### config.mk
export PLATFORM = sky130hd
export DESIGN_NAME = text_overlay_gen
export DESIGN_NICKNAME = d
export VERILOG_FILES = /design/src/rtl/text_overlay_gen.sv
export SDC_FILE = /design/constraint.sdc
export NUM_CORES = 1
export LEC_CHECK = 0
export BUFFER_PORTS_ARGS = -buffer_cell sky130_fd_sc_hd__buf_2
export CAP_MARGIN = 0
export CORE_ASPECT_RATIO = 1.25
export CORE_MARGIN = 4
export CORE_UTILIZATION = 48
export DETAILED_ROUTE_END_ITERATION = 12
export GPL_TIMING_DRIVEN = 0
export PLACE_DENSITY_LB_ADDON = 0.12
export SLEW_MARGIN = 30
export SYNTH_ARGS = -nofsm -noshare
export SYNTH_HDL_FRONTEND = slang
export SYNTH_SLANG_ARGS = --single-unit
### constraint.sdc
create_clock -name clk -period 2.15 [get_ports clk]
set_clock_uncertainty 0.1 [all_clocks]
set_input_delay 0.215 -clock clk [delete_from_list [all_inputs] [get_ports clk]]
set_output_delay 0.215 -clock clk [all_outputs]
set_load 0.01 [all_outputs]
### src/rtl/text_overlay_gen.sv
// text_overlay_gen: renders an N_CHARS string from a writable character buffer
// at pixel origin (X0,Y0) with 2**SCALE_LOG2 glyph scaling, blink and inverse video.
// Ports:
//   clk, reset             clock, asynchronous active-high reset
//   video_on               display-area flag from the sync generator
//   pixel_x, pixel_y       current pixel coordinates (10 bit)
//   fg_color               glyph colour
//   blink_en, invert       blink glyph pixels / swap fg and bg inside the box
//   wr_en, wr_idx, wr_char character buffer write port
//   rom_addr               font ROM address {char, row}, combinational
//   font_word              font ROM data, one clock after rom_addr
//   text_on, rgb_text      registered box flag and pixel colour (2-clk latency)
module text_overlay_gen #(
  parameter int unsigned N_CHARS      = 8,
  parameter int unsigned X0           = 304,
  parameter int unsigned Y0           = 240,
  parameter int unsigned SCALE_LOG2   = 0,
  parameter int unsigned BLINK_FRAMES = 30,
  parameter logic [2:0]  BG_COLOR     = 3'b011
) (
  input  logic        clk,
  input  logic        reset,
  input  logic        video_on,
  input  logic [9:0]  pixel_x,
  input  logic [9:0]  pixel_y,
  input  logic [2:0]  fg_color,
  input  logic        blink_en,
  input  logic        invert,
  input  logic        wr_en,
  input  logic [3:0]  wr_idx,
  input  logic [6:0]  wr_char,
  output logic [10:0] rom_addr,
  input  logic [7:0]  font_word,
  output logic        text_on,
  output logic [2:0]  rgb_text
);

  localparam int unsigned SCALE = 1 << SCALE_LOG2;
  localparam int unsigned BOX_W = N_CHARS * 8 * SCALE;
  localparam int unsigned BOX_H = 16 * SCALE;
  localparam int unsigned CNT_W = (BLINK_FRAMES > 1) ? $clog2(BLINK_FRAMES) : 1;
  localparam int unsigned BUF_D = 16;

  logic [6:0]       r_buf [BUF_D];
  logic [2:0]       r_bit;
  logic             r_in_box;
  logic             r_video_on;
  logic             r_origin;
  logic             r_origin_d;
  logic [CNT_W-1:0] r_cnt;
  logic             r_phase;
  logic [2:0]       r_rgb;
  logic             r_text_on;

  logic [9:0] w_rel_x;
  logic [9:0] w_rel_y;
  logic       w_in_box;
  logic [3:0] w_idx;
  logic [3:0] w_row;
  logic [2:0] w_bit;
  logic [6:0] w_char;
  logic       w_tick;
  logic       w_lit;
  logic [2:0] w_rgb;

  // Stage 0: box geometry and font ROM address
  always_comb begin
    w_rel_x  = pixel_x - 10'(X0);
    w_rel_y  = pixel_y - 10'(Y0);
    w_in_box = (pixel_x >= 10'(X0)) && (w_rel_x < 10'(BOX_W)) &&
               (pixel_y >= 10'(Y0)) && (w_rel_y < 10'(BOX_H));
    w_idx    = 4'(w_rel_x >> (3 + SCALE_LOG2));
    w_row    = 4'(w_rel_y >> SCALE_LOG2);
    w_bit    = 3'(w_rel_x >> SCALE_LOG2);
    w_char   = w_in_box ? r_buf[w_idx] : 7'h00;
    rom_addr = {w_char, w_row};
  end

  // Character buffer; indices beyond the string length are dropped
  always_ff @(posedge clk or posedge reset) begin
    if (reset) begin
      for (int i = 0; i < BUF_D; i++) r_buf[i] <= 7'h00;
    end else if (wr_en && ({1'b0, wr_idx} < 5'(N_CHARS))) begin
      r_buf[wr_idx] <= wr_char;
    end
  end

  // Stage 1: align position info with the ROM data
  always_ff @(posedge clk or posedge reset) begin
    if (reset) begin
      r_bit      <= 3'd0;
      r_in_box   <= 1'b0;
      r_video_on <= 1'b0;
    end else begin
      r_bit      <= w_bit;
      r_in_box   <= w_in_box;
      r_video_on <= video_on;
    end
  end

  // Frame tick: rising edge of the registered top-left-pixel flag
  assign w_tick = r_origin & ~r_origin_d;

  always_ff @(posedge clk or posedge reset) begin
    if (reset) begin
      r_origin   <= 1'b0;
      r_origin_d <= 1'b0;
      r_cnt      <= '0;
      r_phase    <= 1'b0;
    end else begin
      r_origin   <= (pixel_x == 10'd0) && (pixel_y == 10'd0);
      r_origin_d <= r_origin;
      if (w_tick) begin
        if (r_cnt == CNT_W'(BLINK_FRAMES - 1)) begin
          r_cnt   <= '0;
          r_phase <= ~r_phase;
        end else begin
          r_cnt <= r_cnt + CNT_W'(1);
        end
      end
    end
  end

  // Stage 2 colour select; font bit 7 is the leftmost pixel
  always_comb begin
    w_lit = font_word[~r_bit] & ~(blink_en & r_phase);
    w_rgb = BG_COLOR;
    if (!r_video_on)   w_rgb = 3'b000;
    else if (r_in_box) w_rgb = (w_lit ^ invert) ? fg_color : BG_COLOR;
  end

  always_ff @(posedge clk or posedge reset) begin
    if (reset) begin
      r_rgb     <= 3'b000;
      r_text_on <= 1'b0;
    end else begin
      r_rgb     <= w_rgb;
      r_text_on <= r_in_box;
    end
  end

  assign rgb_text = r_rgb;
  assign text_on  = r_text_on;

endmodule

# Word-level counts from Yosys, hierarchy flattened
# Index checks and enable logic that the tools add are counted.
# Widths: inputs -> output; s select.
# totals
out_inout_bits	15
word_cells	70
register_bits	129
input_bits	48
# classes
mux	13
addsub	3
order_cmp	9
n_reduce_logical	9
bitwise_logic	10
n_eq_ne	1
# op_table
cell	n
$bwmux 112	1
$bmux 7 s4	1
$demux 7 s4	1
$mux 7	4
$logic_not 10->1	2
$ge 10x8->1 const B	1
$ge 10x9->1 const B	1
$ge 5x5->1 const B	2
$lt 10x5->1 const B	1
$lt 10x7->1 const B	1
$not 4->5	2
$sub 10x8->10 const B	1
$sub 10x9->10 const B	1
$mux 3	3
$logic_and 1x1->1	6
$add 5x1->5 const B	1
$eq 5x5->1 const B	1
$lt 5x1->1 const B	1
$mux 5	1
$lt 3x4->1 const B	1
$lt 4x4->1 const B	1
$and 1x1->1	3
$bmux 1 s3	1
$not 1->1	3
4 further kinds	4

# Longest topological paths before layout
# Gate-level depths: netlist of the first run.
# depth
ltp_word	8
mapped_depth	7
mapped_depth_nobuf	6

# Worst setup path before layout of the first run
# No wires, ideal clock.
# synth_path
kind	input port to output port
start	input pixel_x[4]
end	output rom_addr[10]
cell_stages	7
t_arrival_ns	1.545
t_required_ns	1.835
path_slack_ns	0.290
path_buffers	3
cell_sequence	buf_4 buf_6 inv_1 ha_1 buf_1 mux2i_1 a21oi_1
# synth_via
elab_chain_cells	6
elab_cells_between_ends	11
classes_between	add/sub: 1; order compare: 2; mux: 4; bitwise: 1; reduce/logical: 3
# synth_rtl
item	line_no	text
from (decl)	24	input logic [9:0] pixel_x,
$sub 10x9->10	68	w_rel_x = pixel_x - 10'(X0);
$lt 10x7->1 or $not 4->5 (tied branches)	70, 75	
$logic_and 1x1->1 or $bmux 7 s4 (tied branches)	70, 75	
$logic_and 1x1->1 or $mux 7 (tied branches)	70, 75	
$logic_and 1x1->1 or $mux 7 (tied branches)	71, 75	
$mux 7 *	75	w_char = w_in_box ? r_buf[w_idx] : 7'h00;
to (decl)	32	output logic [10:0] rom_addr,
# Every way passes the cells marked *; elsewhere a longest branch is shown, timed or not. The select of a mux whose other input is x is not followed.

# Worst setup path after layout of the first run
# layout_path
start	input pixel_x[4]
end	output rom_addr[7]
# The elaborated chain is that of the path after synthesis.

==> flow_summary.ini, run 1 <==
[critical_path]
regToRegEndpoint = rgb_text[1]
cp_slowest_stage_delay_ns = 0.37
critPathCaptureType = output port
rrSetupSlack_ns = 0.48
cp.required_ns = 1.84
worstSetupPathType = input pin to output port
reg2reg_from = r_bit[1]
cp_common_cell = buf_2
worstPathMaxFanout = 10
r2r_cells = 4
cp_num_buf_inv = 5
crit_family = buffers and inverters
cp_slowest_cell = ha_4
cp_data_arrival_time_ns = 1.71
worstPathCellList = buf_2, buf_4, buf_8, inv_1, ha_4, mux2i_1, a21oi_2, buf_2
start_kind = input pin

[grt]
grt_pass1_vias = 2427
grtUsageTotal_pct = 18.6
antenna_found_initial = 0
grt_pass1_wl_um = 12600
grt_start_max_net_pins = 28
grt-ovfl-total = 0

[logic_synthesis]
ys_warn_count = 0
async_flop_share_pct = 100
syn_nets = 301
syn_inst = 249
synth_top_area_share_pct = 51.6
yosysSeqAreaShare_pct = 51.6
synth_edf_count = 0
yosysUniqueCellTypes = 46
yosys.area.top_type = dfrtp_1
syn_avg_cell_area_um2 = 14.2
yosys-top-cells-area = dfrtp_1, mux2_2, mux4_2
synth_ff_type = dfrtp_1
netlist_area_um2 = 3540
synth-seq-cells = 73

[clock_network]
clock_sinks = 73
htree_levels = 3
cts_tree = built
clockBufferDepth = 2
clkTransAtPathRegs_ns = 0.07
clock_latency_ns = 0.35
cts_buffers = 9
clockRootBuffer = clkbuf_8
cts_post_setup_buffers_inserted = 0

[sta]
rsz0062_at_grt = no
worstMarginPinSlew_ns = 0.940
max_slew_margin_pct = 37.1
slew_violations = 0
post-route-min-period_ns = 2.03
finalCritPeriodShare_pct = 94.2
setup_ws_ns = 0.124
setup_viol = 0
finalHoldViolations = 0
max_freq_mhz = 494

[pwr]
pwr-share-seq_pct = 50.4
vdd_ir_drop_max_mv = 0.463
pwr_density_cell_nw_per_um2 = 805
switchingPower_mw = 0.898
clkPwrFrac_pct = 31.7
p_comb_share_pct = 17.9
p_sw_share_pct = 26.0
total_power_mw = 3.46
internal_power_mw = 2.56
power.leakage_nw = 1.95

[hold_path]
hp-start = pixel_y[6]
hold_end = r_origin
hold_path_depth = 4
hp-class = input pin to flop

[placed_design]
place_area_um2 = 4000
routabilityCongestion = 0.774
dp_hpwl_um = 5320
dp_slack_ns = -0.330
numPortBuffers = 61

[run]
drv_cap = 0

[detailed_routing]
postRouteAntennaNets = 0
initialDrtViolationCount = 127
vias = 2365
drt-total-wl_um = 7710
avgViaCountPerCell = 5.60
dr.pass1.iters = 4
drc = 0
wire_per_inst_um = 18.3

[floorplanning]
die_h_um = 104
pin_count = 63
start_util_pct = 50.1
die_w_um = 84.8
die_area_um2 = 8820
rows = 34
core_region_area_um2 = 7060

[run_status]
status = complete, no violations

[layout]
drive_gt1_share_pct = 52.4
nets = 379
finish.utilization_pct = 60.8
layout_common_cells = dfrtp_1, buf_2, mux2_2, mux4_2, mux2i_1
antennaDiodeCount = 0
fillers = 601
fin_area_um2 = 4290
final_common_cell = dfrtp_1
syn_to_final_growth_pct = 21.3
[synthesized netlist by cell type, types with 2 or more instances]
cell type	instances
ha_1	4
nor2b_1	2
nor2_1	6
nand2_1	8
mux4_2	15
nor3_1	3
inv_1	6
mux2i_1	10
nand3b_1	4
a21oi_1	8
o21ai_0	7
dfrtp_1	73
nor4_1	3
nand4_1	2
nand2b_1	3
mux2_2	55
nor3b_2	3
and4_1	3
buf_2	3
buf_4	5
[sequential cells by signal, indices dropped and copies added (netlist names)]
| register | flops |
|---|---|
| r_in_box | 1 |
| r_bit | 3 |
| r_phase | 1 |
| rgb_text | 3 |
| r_video_on | 1 |
| text_on | 1 |
| r_origin_d | 1 |
| r_buf | 56 |
| r_origin | 1 |
| r_cnt | 5 |
[stage by stage]
step	hold slack [ns]	TNS, ns	instances
2_1_floorplan	0.146	0	249
3_5_place_dp	0.171	-2.14	402
6_report	0.0133	0	422
5_1_grt	0.0181	0	422
3_3_place_gp	0.223	-1.85	400
4_1_cts	0.00447	0	422
[logic make-up after synthesis]
group	count (synthesis)	synth area share, %
DFF	73	51.6
adders and majority gates	4	1.41
xor gates and xnor gates	2	0.495
muxes	81	30.2
AOI/OAI and AO/OA	24	4.56
buffers and inverters	17	2.65
and+or+nand+nor	48	9.09
[worst max-delay path by stage]
stage | start | slack, ns | endpoint | cells after the start
after floorplan | pixel_x[4] | 0.29 | rom_addr[10] | 7
after global placement | pixel_x[4] | -0.28 | rom_addr[7] | 9
after detailed placement | pixel_x[4] | -0.33 | rom_addr[7] | 9
after CTS | pixel_x[4] | 0.03 | rom_addr[4] | 8
after global routing | pixel_x[4] | 0.02 | rom_addr[7] | 8
final | pixel_x[4] | 0.12 | rom_addr[7] | 8
[worst min-delay path, delay by kind of cell]
kind | cells | cell delay (ns)
buf+inv | 1 | 0.09
simple gates | 3 | 0.12
[power groups by stage]
| stage | clock network (mW) | registers [mW] | logic [mW] |
|---|---|---|---|
| 2_1_floorplan | 0 | 1.73 | 0.458 |
| 3_3_place_gp | 0 | 1.75 | 0.573 |
| 3_5_place_dp | 0 | 1.77 | 0.606 |
| 4_1_cts | 1.13 | 1.74 | 0.621 |
| 5_1_grt | 1.20 | 1.77 | 0.677 |
| 6_report | 1.10 | 1.74 | 0.618 |
[cell type report]
type / instances / area, um^2 / area share [%]
inverter: 6 / 26.3 / 0.612
sequential: 73 / 1830 / 42.6
multi-input combinational: 159 / 1660 / 38.6
clock inverter: 7 / 78.8 / 1.84
buffer: 10 / 71.3 / 1.66
clock buffer: 9 / 124 / 2.89
timing repair buffer: 68 / 395 / 9.21
tap: 90 / 113 / 2.62
[layer usage]
layer / up-vias / share of wire, % / track usage [%]
met2: 84 / 48 / 28.5
li1: 1095 / - / -
met4: 0 / 1.7 / 6.45
met1: 1172 / 44 / 25.7
met3: 14 / 6.2 / 4.91
met5: - / 0 / 0
[repair_timing]
action | in CTS | in global routing
cloned | 0 | 0
endpoints found under the hold margin | 24 | 0
setup endpoints to repair | 7 | 7
pin swaps | 0 | 1
resized for setup | 3 | 5
hold buffers | 5 | 0
Note: power is estimated with default switching activity, not from simulation.
==> run 2: changes to the inputs <==
--- a/config.mk
+++ b/config.mk
@@ -5,7 +5,7 @@
 export SDC_FILE = /design/constraint.sdc
 export NUM_CORES = 1
 export LEC_CHECK = 0
-export BUFFER_PORTS_ARGS = -buffer_cell sky130_fd_sc_hd__buf_2
+export BUFFER_PORTS_ARGS = -buffer_cell sky130_fd_sc_hd__buf_4
 export CAP_MARGIN = 0
 export CORE_ASPECT_RATIO = 1.25
 export CORE_MARGIN = 4
==> run 2 against run 1 <==
  * Power up 5.8%
  * Die area unchanged
  * Wire length up 1.7%
  * Flip-flop and latch count unchanged
  * Worst hold slack better by 0.0064 ns
  * Utilization up 2.4 points
==> flow_summary.ini, run 2 (synthesis results as in run 1) <==
[run_status]
status = complete, no violations

[critical_path]
worstSetupPathType = input pin to output port
critPathCaptureType = output port
cp_common_cell = buf_4
cp_slowest_cell = ha_4
crit_family = buffers and inverters
rrSetupSlack_ns = 0.53
r2r_cells = 4
cp_data_arrival_time_ns = 1.73
cp.depth = 8
worstPathMaxFanout = 10
worstPathCellList = buf_4, buf_4, buf_6, inv_1, ha_4, mux2i_1, a21oi_2, buf_4
start_kind = input pin
cp_slowest_stage_delay_ns = 0.37
cp_num_buf_inv = 5
cp.required_ns = 1.84

[placed_design]
numPlacedInstances = 402
dp_hpwl_um = 5360
numPortBuffers = 61
routabilityCongestion = 0.819
place_area_um2 = 4150

[grt]
use_met3_pct = 5.63
grt.met2_usage_pct = 29.7
grt_use_met1_pct = 24.8
grt-ovfl-total = 0
grt_pass1_vias = 2460
grt-busiest-layer = met2
grtUsageTotal_pct = 18.8
antenna_found_initial = 0
grt_pass1_wl_um = 12800
grt_start_max_net_pins = 30

[sta]
post-route-min-period_ns = 2.04
max_freq_mhz = 489
setup_viol = 0
hold_ws_ns = 0.0196
finalHoldViolations = 0
max_slew_margin_pct = 31.2
worstMarginPinSlew_ns = 1.03
finalCritPeriodShare_pct = 95.1
slew_violations = 0
rsz0062_at_grt = no
final.setup.tns_ns = 0

[clock_network]
clockBufferDepth = 2
cts_buffers = 9
htree_levels = 3
cts_post_setup_buffers_inserted = 0
cts_tree = built
clock_latency_ns = 0.34
clock_sinks = 73
clkTransAtPathRegs_ns = 0.07
clockRootBuffer = clkbuf_8

[detailed_routing]
drt-total-wl_um = 7840
postRouteAntennaNets = 0
drc = 0
vias = 2343
dr.pass1.iters = 4
wire_per_inst_um = 18.6
avgViaCountPerCell = 5.57
initialDrtViolationCount = 90

[pwr]
internal_power_mw = 2.81
pwr_density_cell_nw_per_um2 = 819
vdd_ir_drop_max_mv = 0.391
pwr-share-seq_pct = 47.6
p_sw_share_pct = 23.2
p_comb_share_pct = 17.6
clkPwrFrac_pct = 34.8
power.leakage_nw = 2.02
switchingPower_mw = 0.848

[layout]
multiInputGateArea_um2 = 1650
nets = 379
layout_common_cells = dfrtp_1, buf_4, mux2_2, mux4_2, mux2i_1
fillers = 567
stdcell_count = 421
largest-register = r_buf
drive_gt1_share_pct = 51.4
antennaDiodeCount = 0
fin_area_um2 = 4460
final_common_cell = dfrtp_1
syn_to_final_growth_pct = 26.1
reg.largest.list = r_buf: 56 flops, r_cnt: 5 flops
largest_reg_flops = 56
regArea_um2 = 1830

[floorplanning]
start_util_pct = 50.1
pin_count = 63
die_h_um = 104
core_region_area_um2 = 7060
die_area_um2 = 8820
die_w_um = 84.8
rows = 34

[hold_path]
hp-class = input pin to flop
hold_path_depth = 4

[run]
drv_cap = 0
run 2: changes by cell type in the layout (fill, tap and decap cells not counted):
cell        delta
a21oi_1        +2
a21oi_2        -2
buf_2         -61
buf_4         +61
buf_6          +1
buf_8          -1
bufinv_16      +2
clkbuf_1       +1
clkinv_2       +1
clkinv_4       -1
clkinvlp_4     -3
inv_6          -1
run 2: area by class of cell:
type / count / area share (%)
tap: 90 / 2.52
clock inverter: 5 / 2.33
clock buffer: 10 / 2.86
sequential: 73 / 40.9
timing repair buffer: 68 / 12.3
inverter: 6 / 0.589
multi-input combinational: 159 / 37.0
buffer: 10 / 1.51
run 2: worst min-delay path, cell delays in order:
cell and delay [ns]:
buf_4 0.08, nor4_1 0.03, nand2_1 0.05, nor2_1 0.04
run 2: path summary, 6_finish.rpt:
check,startpoint,endpoint
max reg2reg,r_bit[1],rgb_text[1]
min,pixel_y[6],r_origin
min in group asynchronous,reset,r_cnt[2]
min reg2reg,r_origin,r_origin_d
max in group asynchronous,reset,r_buf[69]
max,pixel_x[4],rom_addr[4]
run 2: layer usage:
metal / wire length, um / part of all wire, %
met5: 0 / 0
met3: 414 / 5.3
met2: 3850 / 49
met4: 115 / 1.5
met1: 3460 / 44
run 2: through the flow:
step                power [mW]  worst slack [ns]  utilization (%)
global route              3.84           0.00357             63.2
CTS                       3.68            0.0356             63.1
finish                    3.66             0.105             63.2
global placement          2.35            -0.306             58.3
detailed placement        2.40            -0.305             58.8
floorplan                 2.18             0.290                -
run 2: repair_timing:
item / CTS / global route
gates cloned: 0 / 0
hold endpoints to repair: 23 / 0
hold buffers: 5 / 0
setup endpoints to repair: 7 / 6
resized for setup: 3 / 2
pin swaps: 0 / 1
run 2: power by group through the flow:
stage               sequential, mW  combinational, mW  clock [mW]
global placement              1.75              0.601           0
finish                        1.74              0.642        1.27
global route                  1.77              0.701        1.37
floorplan                     1.73              0.458           0
detailed placement            1.77              0.633           0
CTS                           1.74              0.648        1.30
==> run 3: changes to the inputs <==
--- a/config.mk
+++ b/config.mk
@@ -12,7 +12,7 @@
 export CORE_UTILIZATION = 48
 export DETAILED_ROUTE_END_ITERATION = 12
 export GPL_TIMING_DRIVEN = 0
-export PLACE_DENSITY_LB_ADDON = 0.12
+export PLACE_DENSITY = 0.81
 export SLEW_MARGIN = 30
 export SYNTH_ARGS = -nofsm -noshare
 export SYNTH_HDL_FRONTEND = slang
==> run 3 against run 2 <==
  * Die area unchanged
  * Largest cell class unchanged
  * Design area up 1.4%
  * Fmax down 0.18%
  * Sequential share of layout area down 0.55 points
  * Flip-flop and latch count unchanged
  * Clock power up 5%
  * Utilization up 0.87 points
  * Register-to-register slack worse by 0.03 ns
  * Global-route usage up 0.17 points
  * Wire length up 2.7%
  * Combinational power up 2%
  * Non-clock buffer count up 1
==> flow_summary.ini, run 3 (synthesis results as in run 1) <==
[clock_network]
clkTransAtPathRegs_ns = 0.08
clock_latency_ns = 0.36
htree_levels = 3
clockBufferDepth = 2
cts_post_setup_buffers_inserted = 0
cts_tree = built
clockRootBuffer = clkbuf_8
cts_buffers = 9
clock_sinks = 73

[detailed_routing]
drc = 0
initialDrtViolationCount = 107
postRouteAntennaNets = 0
wire_per_inst_um = 19.0
vias = 2391
avgViaCountPerCell = 5.65
dr.pass1.iters = 4
drt-total-wl_um = 8050

[layout]
syn_to_final_growth_pct = 27.8
largest-register = r_buf
regArea_um2 = 1830
reg.largest.list = r_buf: 56 flops, r_cnt: 5 flops
antennaDiodeCount = 0
drive_gt1_share_pct = 52.6
layout_common_cells = dfrtp_1, buf_4, mux2_2, mux4_2, mux2i_1
nets = 380
largest_reg_flops = 56
fin_area_um2 = 4520
stdcell_count = 423
multiInputGateArea_um2 = 1660
fillers = 519
final_common_cell = dfrtp_1
finish.utilization_pct = 64.1

[sta]
slew_violations = 0
rsz0062_at_grt = yes
worstMarginPinSlew_ns = 0.874
hold_ws_ns = 0.0278
finalCritPeriodShare_pct = 95.3
setup_viol = 0
finalHoldViolations = 0
setup_ws_ns = 0.102
max_slew_margin_pct = 41.5
final.setup.tns_ns = 0
max_freq_mhz = 488
post-route-min-period_ns = 2.05

[critical_path]
start_kind = input pin
cp_data_arrival_time_ns = 1.73
worstSetupPathType = input pin to output port
cp.required_ns = 1.84
critPathCaptureType = output port
worstPathMaxFanout = 10

[floorplanning]
start_util_pct = 50.1
die_w_um = 84.8
die_area_um2 = 8820
rows = 34
core_region_area_um2 = 7060
die_h_um = 104
pin_count = 63

[grt]
grt_pass1_wl_um = 13000
antenna_found_initial = 0
grtUsageTotal_pct = 19.0
grt_pass1_vias = 2563
grt_start_max_net_pins = 30
grt-ovfl-total = 0

[placed_design]
dp_hpwl_um = 5570
numPortBuffers = 61
routabilityCongestion = 0.810
dp_slack_ns = -0.245
numPlacedInstances = 403
place_area_um2 = 4190

[run]
drv_cap = 0

[hold_path]
hp-class = input pin to flop

[pwr]
pwr_density_cell_nw_per_um2 = 826
power.leakage_nw = 2.04
vdd_ir_drop_max_mv = 0.410
total_power_mw = 3.74

[run_status]
status = complete, no violations
==> run 3: cell types whose count changed in the layout (fill, tap and decap cells not counted), sizes merged <==
cell      delta
clkinvlp     +1
inv          +1
clkbuf       -1
buf          +1
==> run 3: worst max-delay path: stages <==
cell       delay (ns)
buf_4            0.09
buf_4            0.20
buf_6            0.21
nand3b_1         0.11
a21oi_1          0.27
o2111ai_4        0.27
a21oi_1          0.22
buf_4            0.15
==> run 3: timing repair <==
action / CTS / global route
cloned: 0 / 0
hold endpoints to repair: 38 / 0
pin swaps: 0 / 0
setup endpoints to repair: 7 / 7
gates resized for setup: 2 / 5
hold buffers: 5 / 0
==> run 3: area by class of cell <==
cell class	instances	share of cell area (%)
multi-input combinational	159	36.6
clock inverter	7	2.79
buffer	10	1.49
clock buffer	9	2.74
tap	90	2.49
sequential	73	40.4
timing repair buffer	69	12.9
inverter	6	0.581
==> run 3: where the power goes <==
group / switching [mW] / internal [mW]
combinational: 0.233 / 0.425
sequential: 0.124 / 1.62
clock: 0.549 / 0.784
total: 0.907 / 2.83
==> run 3: path summary, 6_finish.rpt <==
| check | to | slack (ns) | start | depth (start not counted) |
|---|---|---|---|---|
| worst max register to register | rgb_text[1] | 0.50 | r_bit[1] | 4 |
| worst min-delay path | r_origin | 0.03 | pixel_y[1] | 4 |
| max in group asynchronous | r_buf[71] | 0.99 | reset | 6 |
| worst max-delay path | rom_addr[5] | 0.10 | pixel_x[4] | 8 |
| min in group asynchronous | r_cnt[2] | 0.23 | reset | 3 |
| worst min register to register | r_origin_d | 0.31 | r_origin | 0 |
==> run 3: per-layer routing <==
layer	vias up	global-route usage (%)	wire length [um]
li1	1088	-	-
met1	1217	22.4	3150
met2	79	33.2	4290
met3	7	6.26	530
met4	0	4.75	84
met5	-	0	0
